$ cat src/rtl/uart_pkg.sv
// Shared types and constants for the UART transmit device.
package uart_pkg;

  typedef enum logic [1:0] {
    IDLE,
    START,
    DATA,
    STOP
  } tx_state_t;

  // Values of address[2] selecting each register.
  localparam logic DATA_OFFSET   = 1'b0;
  localparam logic STATUS_OFFSET = 1'b1;

  // STATUS register bit positions.
  localparam int FULL_BIT  = 0;
  localparam int EMPTY_BIT = 1;
  localparam int BUSY_BIT  = 2;

endpackage

$ cat src/rtl/uart_tx_device_sync_fifo.sv
// sync_fifo: first-word-fall-through synchronous FIFO, reusable by TX and RX.
// Pointers carry one extra wrap bit so full and empty are distinguishable.
module sync_fifo #(
  parameter int WIDTH = 8,
  parameter int DEPTH = 16
) (
  input  logic             clk,
  input  logic             reset,
  input  logic             push,
  input  logic             pop,
  input  logic [WIDTH-1:0] wdata,
  output logic [WIDTH-1:0] rdata,
  output logic             full,
  output logic             empty
);

  localparam int AW = $clog2(DEPTH);

  logic [AW:0]      wptr_q;
  logic [AW:0]      rptr_q;
  logic [WIDTH-1:0] mem_q [DEPTH];
  logic             do_push;
  logic             do_pop;

  assign empty   = (wptr_q == rptr_q);
  assign full    = (wptr_q[AW] != rptr_q[AW]) && (wptr_q[AW-1:0] == rptr_q[AW-1:0]);
  assign do_push = push && !full;
  assign do_pop  = pop && !empty;
  assign rdata   = mem_q[rptr_q[AW-1:0]];

  // Advance read/write pointers; they wrap modulo 2*DEPTH.
  always_ff @(posedge clk) begin
    // NOTE: sequential state uses non-blocking assignments so every register samples pre-edge values.
    if (reset) begin
      wptr_q <= '0;
      rptr_q <= '0;
    end else begin
      if (do_push) wptr_q <= wptr_q + {{AW{1'b0}}, 1'b1};
      if (do_pop)  rptr_q <= rptr_q + {{AW{1'b0}}, 1'b1};
    end
  end

  // Write the storage array on push.
  always_ff @(posedge clk) begin
    // NOTE: storage is deliberately not reset; the pointers alone define what is valid.
    if (do_push) mem_q[wptr_q[AW-1:0]] <= wdata;
  end

endmodule

$ cat src/rtl/uart_tx_device.sv
// uart_tx_device: memory-mapped 8N1 UART transmitter with a TX FIFO and
// STATUS register. Define UART_TX_IRQ_EN to build the registered irq output
// (fifo empty and transmitter idle); otherwise irq is tied low.
module uart_tx_device
  import uart_pkg::*;
#(
  parameter int DIVIDER    = 868,
  parameter int FIFO_DEPTH = 16
) (
  input  logic        clk,
  input  logic        reset,
  input  logic        valid,
  output logic        ready,
  input  logic [31:0] address,
  input  logic [3:0]  wstrobe,
  input  logic [31:0] wdata,
  output logic [31:0] rdata,
  output logic        irq,
  output logic        tx
);

  tx_state_t   state_q, state_d;
  logic [15:0] baud_q;
  logic [2:0]  bit_q;
  logic [7:0]  shift_q;
  logic        baud_done;

  logic        fifo_push, fifo_pop, fifo_full, fifo_empty;
  logic [7:0]  fifo_rdata;

  logic        is_status, is_read, is_push, accept;
  logic [31:0] status_word;
  logic        unused_bits;

  assign unused_bits = ^{address[31:3], address[1:0], wdata[31:8]};

  assign is_status = (address[2] == STATUS_OFFSET);
  assign is_read   = (wstrobe == 4'b0000);
  assign is_push   = (address[2] == DATA_OFFSET) && wstrobe[0];
  // A DATA push waits while the FIFO is full; everything else is taken at once.
  assign accept    = valid && !ready && !(is_push && fifo_full);
  assign fifo_push = accept && is_push;
  assign baud_done = (baud_q == 16'(DIVIDER - 1));

  sync_fifo #(
    .WIDTH(8),
    .DEPTH(FIFO_DEPTH)
  ) u_fifo (
    .clk  (clk),
    .reset(reset),
    .push (fifo_push),
    .pop  (fifo_pop),
    .wdata(wdata[7:0]),
    .rdata(fifo_rdata),
    .full (fifo_full),
    .empty(fifo_empty)
  );

  // Assemble the STATUS register value.
  always_comb begin
    // NOTE: every always_comb output gets a default first so no latch is inferred.
    status_word            = '0;
    status_word[FULL_BIT]  = fifo_full;
    status_word[EMPTY_BIT] = fifo_empty;
    status_word[BUSY_BIT]  = (state_q != IDLE);
  end

  // Bus response: one-cycle ready pulse with read data captured at acceptance.
  always_ff @(posedge clk) begin
    if (reset) begin
      ready <= 1'b0;
      rdata <= '0;
    end else begin
      ready <= accept;
      rdata <= (accept && is_status && is_read) ? status_word : '0;
    end
  end

  // Frame sequencing: next state and FIFO pop.
  always_comb begin
    state_d  = state_q;
    fifo_pop = 1'b0;
    case (state_q)
      IDLE: begin
        if (!fifo_empty) begin
          fifo_pop = 1'b1;
          state_d  = START;
        end
      end
      START: if (baud_done) state_d = DATA;
      DATA:  if (baud_done && bit_q == 3'd7) state_d = STOP;
      STOP: begin
        if (baud_done) begin
          if (!fifo_empty) begin
            fifo_pop = 1'b1;
            state_d  = START;
          end else begin
            state_d = IDLE;
          end
        end
      end
      default: state_d = IDLE;
    endcase
  end

  // State register.
  always_ff @(posedge clk) begin
    if (reset) state_q <= IDLE;
    else       state_q <= state_d;
  end

  // Baud counter, bit index and shift register; a pop always starts a new frame.
  always_ff @(posedge clk) begin
    if (reset) begin
      baud_q  <= '0;
      bit_q   <= '0;
      shift_q <= '0;
    end else if (fifo_pop) begin
      baud_q  <= '0;
      bit_q   <= '0;
      shift_q <= fifo_rdata;
    end else if (state_q == IDLE) begin
      baud_q <= '0;
    end else begin
      baud_q <= baud_done ? 16'd0 : baud_q + 16'd1;
      if (state_q == DATA && baud_done) begin
        bit_q   <= bit_q + 3'd1;
        shift_q <= {1'b0, shift_q[7:1]};
      end
    end
  end

  // Registered serial line driven from the current state.
  always_ff @(posedge clk) begin
    if (reset) begin
      tx <= 1'b1;
    end else begin
      case (state_q)
        START:   tx <= 1'b0;
        DATA:    tx <= shift_q[0];
        default: tx <= 1'b1;
      endcase
    end
  end

`ifdef UART_TX_IRQ_EN
  // Interrupt when all queued bytes have been sent and the line is idle.
  always_ff @(posedge clk) begin
    if (reset) irq <= 1'b0;
    else       irq <= fifo_empty && (state_q == IDLE);
  end
`else
  assign irq = 1'b0;
`endif

endmodule

$ cat config.mk
export PLATFORM = sky130hd
export DESIGN_NAME = uart_tx_device
export DESIGN_NICKNAME = d
export VERILOG_FILES = /design/src/rtl/uart_pkg.sv /design/src/rtl/uart_tx_device_sync_fifo.sv /design/src/rtl/uart_tx_device.sv
export SDC_FILE = /design/constraint.sdc
export NUM_CORES = 1
export LEC_CHECK = 0
export CAP_MARGIN = 20
export CORE_MARGIN = 1.5
export CORE_UTILIZATION = 56
export CTS_CLUSTER_SIZE = 10
export DETAILED_ROUTE_END_ITERATION = 10
export GPL_TIMING_DRIVEN = 0
export PLACE_DENSITY = 0.81
export SLEW_MARGIN = 5
export SYNTH_ARGS = -nofsm -noshare
export SYNTH_HDL_FRONTEND = slang
export SYNTH_SLANG_ARGS = --single-unit
$ cat constraint.sdc
create_clock -name clk -period 4.2 [get_ports clk]
set_clock_uncertainty 0.05 [all_clocks]
set_input_delay 0.63 -clock clk [delete_from_list [all_inputs] [get_ports clk]]
set_output_delay 0.63 -clock clk [all_outputs]
set_load 0.1 [all_outputs]
## Word-level counts from Yosys, hierarchy flattened

Memory sizes are Yosys's and may differ from the RTL's. A register that Yosys moved wholly into a read port is not among the register bits.
Index checks and enable logic that the tools add are counted.

| storage, ports and cells | value |
|---|---|
| bits in writable memories | 128 |
| flip-flop bits (word level) | 73 |
| output and inout port bits | 35 |
| memories kept | 1 |
| input bits | 71 |

| cells by class | value |
|---|---|
| multiplexer cells | 17 |
| reduce and logical (&&, ||, !) cells | 26 |
| add/subtract/negate cells | 4 |
| bitwise logic cells | 3 |
| eq/ne operators | 13 |

Memories:

| memory | words | bits a word | rd ports | clocked after Yosys merged registers in | write ports | RTL line | RTL |
|---|---|---|---|---|---|---|---|
| u_fifo.mem_q | 16 | 8 | 1 | 1 | 1 | uart_tx_device_sync_fifo.sv:21 | `logic [WIDTH-1:0] mem_q [DEPTH];` |

Operators by type and width:

| kind | number |
|---|---|
| 8-bit 2-to-1 mux | 3 |
| 16-bit by 1-bit adder with 16-bit output, second input constant | 1 |
| 16-bit by 10-bit == test with 1-bit output, second input constant | 1 |
| 1-bit logical AND | 12 |
| 5-bit by 1-bit adder with 5-bit output, second input constant | 2 |
| 2-bit 2-to-1 mux | 4 |
| 4-bit 2-to-1 mux | 2 |
| 2-bit != test, second input constant | 4 |
| 2-bit one-hot mux with 4 select lines | 1 |
| 5-bit == test | 1 |
| 1-bit 2-to-1 mux | 5 |
| 2-bit == test, second input constant | 2 |
| 4-bit == test | 1 |
| 1-bit zero test | 4 |
| 4-bit zero test | 1 |
| 1-bit one-hot mux with 2 select lines | 2 |
| 2-bit AND reduction | 2 |
| 4-bit AND reduction | 1 |
| 2-bit nonzero test | 2 |
| 2-bit OR reduction | 2 |
| 4-bit OR reduction | 1 |
| 3-bit by 1-bit adder with 3-bit output, second input constant | 1 |
| 3-bit == test, second input constant | 1 |
| 1-bit inverter | 3 |
| other kinds (4) | 4 |

## Longest topological paths before layout

| depth | value |
|---|---|
| depth in word-level cells | 9 |
| depth in mapped cells | 8 |
| depth with buffers taken out | 6 |

## Cells and area by module

Synthesis repeated with hierarchy kept, for this count alone.

| second synthesis, totals | value |
|---|---|
| cells, all modules | 489 |
| area total of the unflattened synthesis | 7716.2 sq um |

By module, submodules not included:

| module | area an instance (sq um) | times used | cells each | seq. area each (sq um) |
|---|---|---|---|---|
| sync_fifo | 5849.4 | 1 | 283 | 4124.0 |
| uart_tx_device | 1866.8 | 1 | 206 | 680.7 |

## Worst setup path after synthesis

No wires, ideal clock.

| path | value |
|---|---|
| path type | register to register |
| start | register ready |
| end | memory u_fifo.mem_q[3][0] (enable) |
| library setup time | 0.383 ns |
| path buffers | 0 |
| stages on the path, launching flop included | 5 |
| slack | 1.468 ns |
| arrival time | 2.298 ns |
| required time | 3.767 ns |
| path through | dfxtp_1 -> nand2b_1 -> or3b_1 -> a211o_1 -> nor3_1 |

| between the ends | value |
|---|---|
| word-level cells in the longest chain between the ends | 7 |

Ends and longest elaborated chain:

| what | RTL line | RTL |
|---|---|---|
| from (decl) | uart_tx_device.sv:13 | `output logic ready,` |
| from (signal assigned) | uart_tx_device.sv:74 | `ready <= accept;` |
| 1-bit zero test | uart_tx_device.sv:41 | `assign accept = valid && !ready && !(is_push && fifo_full);` |
| 1-bit logical AND (2 in a row) | uart_tx_device.sv:41 |  |
| 1-bit logical AND | uart_tx_device.sv:42 | `assign fifo_push = accept && is_push;` |
| 1-bit logical AND | uart_tx_device_sync_fifo.sv:27 | `assign do_push = push && !full;` |
| 1-bit 2-to-1 mux | uart_tx_device_sync_fifo.sv:46 | `if (do_push) mem_q[wptr_q[AW-1:0]] <= wdata;` |
| 1-bit 2-to-1 mux (not written as such) | uart_tx_device_sync_fifo.sv:46 |  |
| to (decl) | uart_tx_device_sync_fifo.sv:21 |  |

Every way passes these cells.

## Worst setup path after layout

| path | value |
|---|---|
| start | input port valid |
| end | memory u_fifo.mem_q[12][2] (enable) |

| between the ends | value |
|---|---|
| word-level cells in the longest chain between the ends | 6 |

Ends and longest elaborated chain:

| what | RTL line | RTL |
|---|---|---|
| from (decl) | uart_tx_device.sv:12 | `input logic valid,` |
| 1-bit logical AND (2 in a row) | uart_tx_device.sv:41 |  |
| 1-bit logical AND | uart_tx_device.sv:42 |  |
| 1-bit logical AND | uart_tx_device_sync_fifo.sv:27 |  |
| 1-bit 2-to-1 mux | uart_tx_device_sync_fifo.sv:46 |  |
| 1-bit 2-to-1 mux (not written as such) | uart_tx_device_sync_fifo.sv:46 |  |

Every way passes these cells.

==> flow_metrics.py <==
metrics = {
    "clock_tree": {
        "clk_pin_slew_worst_paths_ns": 0.06,
        "cts_tree": "done",
        "cts_buffers": 17,
        "cts_htree_levels": 4,
        "cts_buffer_depth": 2,
        "postCtsHoldBufs": 0,
        "numClockSinks": 176,
        "postCtsSetupRepairBufs": 0,
        "clk_latency_ns": 0.43,
        "cts-root-buf": "clkbuf_16",
        "ctsResizeCount": 0,
    },
    "cells_and_area": {
        "utilization": 0.667,
        "multi_input_comb_area_um2": 2340,
        "final_cells": 731,
        "fillCellCount": 864,
        "design_area_um2": 8520,
        "diodes": 0,
        "layout-drive-gt1-share": 0.208,
        "fin_nets": 629,
        "regArea_um2": 4800,
        "area_growth_syn_to_layout_pct": 14.8,
    },
    "critical_path": {
        "rr_startpoint": "u_fifo.wptr_q[3]",
        "cp_data_required_time_ns": 4.21,
        "worstSetupStartpointType": "input pin",
        "worstPathCellList": "clkdlybuf4s50_1 -> nand2b_1 -> or3b_1 -> a21oi_1 -> clkbuf_1 -> and3_1",
        "cpPeakStageDelay_ns": 0.63,
        "worst-path-buf-inv": 2,
        "path_class": "in2reg",
        "startpoint": "valid",
        "arrival_ns": 3.00,
        "timing.rr.end": "u_fifo.mem_q[12][2]",
        "critical-path-top-delay-family": "simple AND/OR/NAND/NOR gates",
        "crit_path_end_kind": "register",
        "worstRegToRegCells": 7,
        "crit_fanout": 10,
        "reg2reg_setup_slack_ns": 1.49,
        "worst_path_max_delay_cell": "and3_1",
    },
    "routing": {
        "drc": 0,
        "vias": 4164,
        "wl_um": 14800,
        "vias_per_cell": 5.70,
        "drt_iter0_markers": 400,
        "wl_per_cell_um": 20.2,
        "firstDrtPassIters": 5,
        "antenna_left": 0,
    },
    "worst_hold_path": {
        "hold_start": "baud_q[0]",
        "min_to": "baud_q[0]",
        "min_delay_path_depth": 1,
        "min_path_type": "reg2reg",
    },
    "yosys": {
        "ys_ff_latch": 176,
        "synth_area_leader_cell": "edfxtp_1",
        "yosysTopAreaCellShare": 0.518,
        "netlist_instances": 478,
        "synth.distinct_cells": 41,
        "synth_area_um2": 7420,
        "seq_area_frac_synth": 0.647,
        "synth_edf_count": 128,
        "yosysMostFrequentCell": "edfxtp_1",
        "synthTopCellsByCount": "128 x edfxtp_1, 48 x dfxtp_1, 39 x mux4_2",
        "synth.top_cells.by_area": "edfxtp_1 52%, dfxtp_1 13%, mux4_2 12%",
        "syn_avg_cell_area_um2": 15.5,
        "synthFlopType": "edfxtp_1",
        "yosysWarnings": 0,
        "async_flop_share": 0,
    },
    "global_routing": {
        "grt_pass1_vias": 4099,
        "grt_usage": 0.226,
        "grt_pass1_wl_um": 22900,
        "grt_max_degree": 18,
        "grt-ovfl-total": 0,
        "antenna_found_initial": 0,
    },
    "pwr": {
        "leakagePower_nw": 2.89,
        "ir_worst_vdd_uv": 378,
        "power_density_nw_per_um2": 521,
        "p_total_mw": 4.44,
    },
    "place": {
        "portBuffers": 20,
        "gp_congestion": 0.807,
        "place_area_um2": 7950,
        "dp.cells": 699,
        "place_worst_setup_slack_ns": 0.814,
        "place_hpwl_um": 9630,
    },
    "sta": {
        "rsz0062_at_grt": "no",
        "fmax_ghz": 0.335,
        "period_needed_ns": 2.98,
        "setup_slack_ns": 1.22,
        "worst_pin_slew_ns": 1.09,
        "hold_violations": 0,
        "tns_ns": 0,
        "hold_ws_ns": 0.409,
        "maxSlewHeadroom": 0.274,
        "fin_crit_sh": 0.710,
        "setup_viol": 0,
        "finalMaxSlewViolations": 0,
    },
    "die": {
        "die_area_um2": 14000,
        "io-pin-count": 106,
        "die_x_um": 118,
        "die_y_um": 118,
        "coreArea_um2": 12800,
        "rows": 41,
        "initial_core_util": 0.581,
    },
    "run_status": {
        "status": "completed",
    },
    "job": {
        "cap_violations": 0,
    },
}
-- cell families (layout without fill, tap and decap cells) --
group           count (synthesis)  in the layout  share of synthesized area
compound gates                 37             37                     0.0317
xor+xnor                       23             23                     0.0271
fa+ha+maj                      12             12                     0.0202
buf+inv                        61            113                     0.0529
flops                         176            176                      0.647
mux                            55             55                      0.140
other cells                     1             30                   0.000505
simple gates                  113            113                     0.0799
-- report_power, final --
group	leakage, nW	switching, mW	total (mW)	internal, mW
clock	0.282	0.685	1.52	0.834
sequential	1.54	0.0426	1.97	1.93
combinational	1.07	0.555	0.951	0.397
-- worst register-to-register path, stage by stage (launching register included) --
cell,delay [ns]
dfxtp_1,0.30
buf_4,0.16
xnor2_1,0.14
and4_1,0.20
buf_6,0.13
a21oi_1,0.43
clkbuf_1,0.30
and3_1,0.63
-- cells in the final DEF, fill, tap and decap left out, types with 14 or more instances in the layout --
master / synthesis / layout
a21oi_1: 14 / 14
xnor2_1: 17 / 17
clkbuf_16: 0 / 17
mux4_2: 39 / 39
dfxtp_1: 48 / 48
mux2i_1: 14 / 14
buf_4: 32 / 32
nor3_1: 20 / 19
nor2_1: 28 / 28
and3_1: 16 / 16
conb_1: 1 / 30
clkdlybuf4s50_1: 0 / 20
edfxtp_1: 128 / 128
-- final cells by class --
type                            count  share of cell area
Sequential cell                   176               0.564
Multi-Input combinational cell    270               0.274
Clock buffer                       17              0.0499
Buffer                             51              0.0417
Tap cell                          172              0.0252
Timing Repair Buffer               20              0.0235
Clock inverter                     15              0.0172
Inverter                           10             0.00440
-- registers in the layout, indices dropped and copies added (netlist names), named ones only --
name           count
baud_q            16
bit_q              3
rdata              3
ready              1
shift_q            8
state_q            2
tx                 1
u_fifo.mem_q     128
u_fifo.rptr_q      5
u_fifo.wptr_q      5
-- worst max-delay path by stage --
| stage | end | cells after the start |
|---|---|---|
| after CTS | u_fifo.mem_q[12][1] | 6 |
| after detailed placement | u_fifo.mem_q[12][3] | 6 |
| after global placement | u_fifo.mem_q[3][2] | 5 |
| after global routing | u_fifo.mem_q[12][1] | 6 |
| after floorplan | u_fifo.mem_q[3][0] | 4 |
| final | u_fifo.mem_q[12][2] | 6 |
-- metal layers --
layer | routed length, um | part of all wire | track usage | vias to the layer above
met3 | 1000 | 0.068 | 0.0673 | 25
met5 | 0 | 0 | 0 | -
met2 | 7450 | 0.50 | 0.376 | 185
li1 | - | - | - | 1915
met4 | 312 | 0.021 | 0.0793 | 0
met1 | 6010 | 0.41 | 0.284 | 2039
Power figures use the tool's default switching activity.
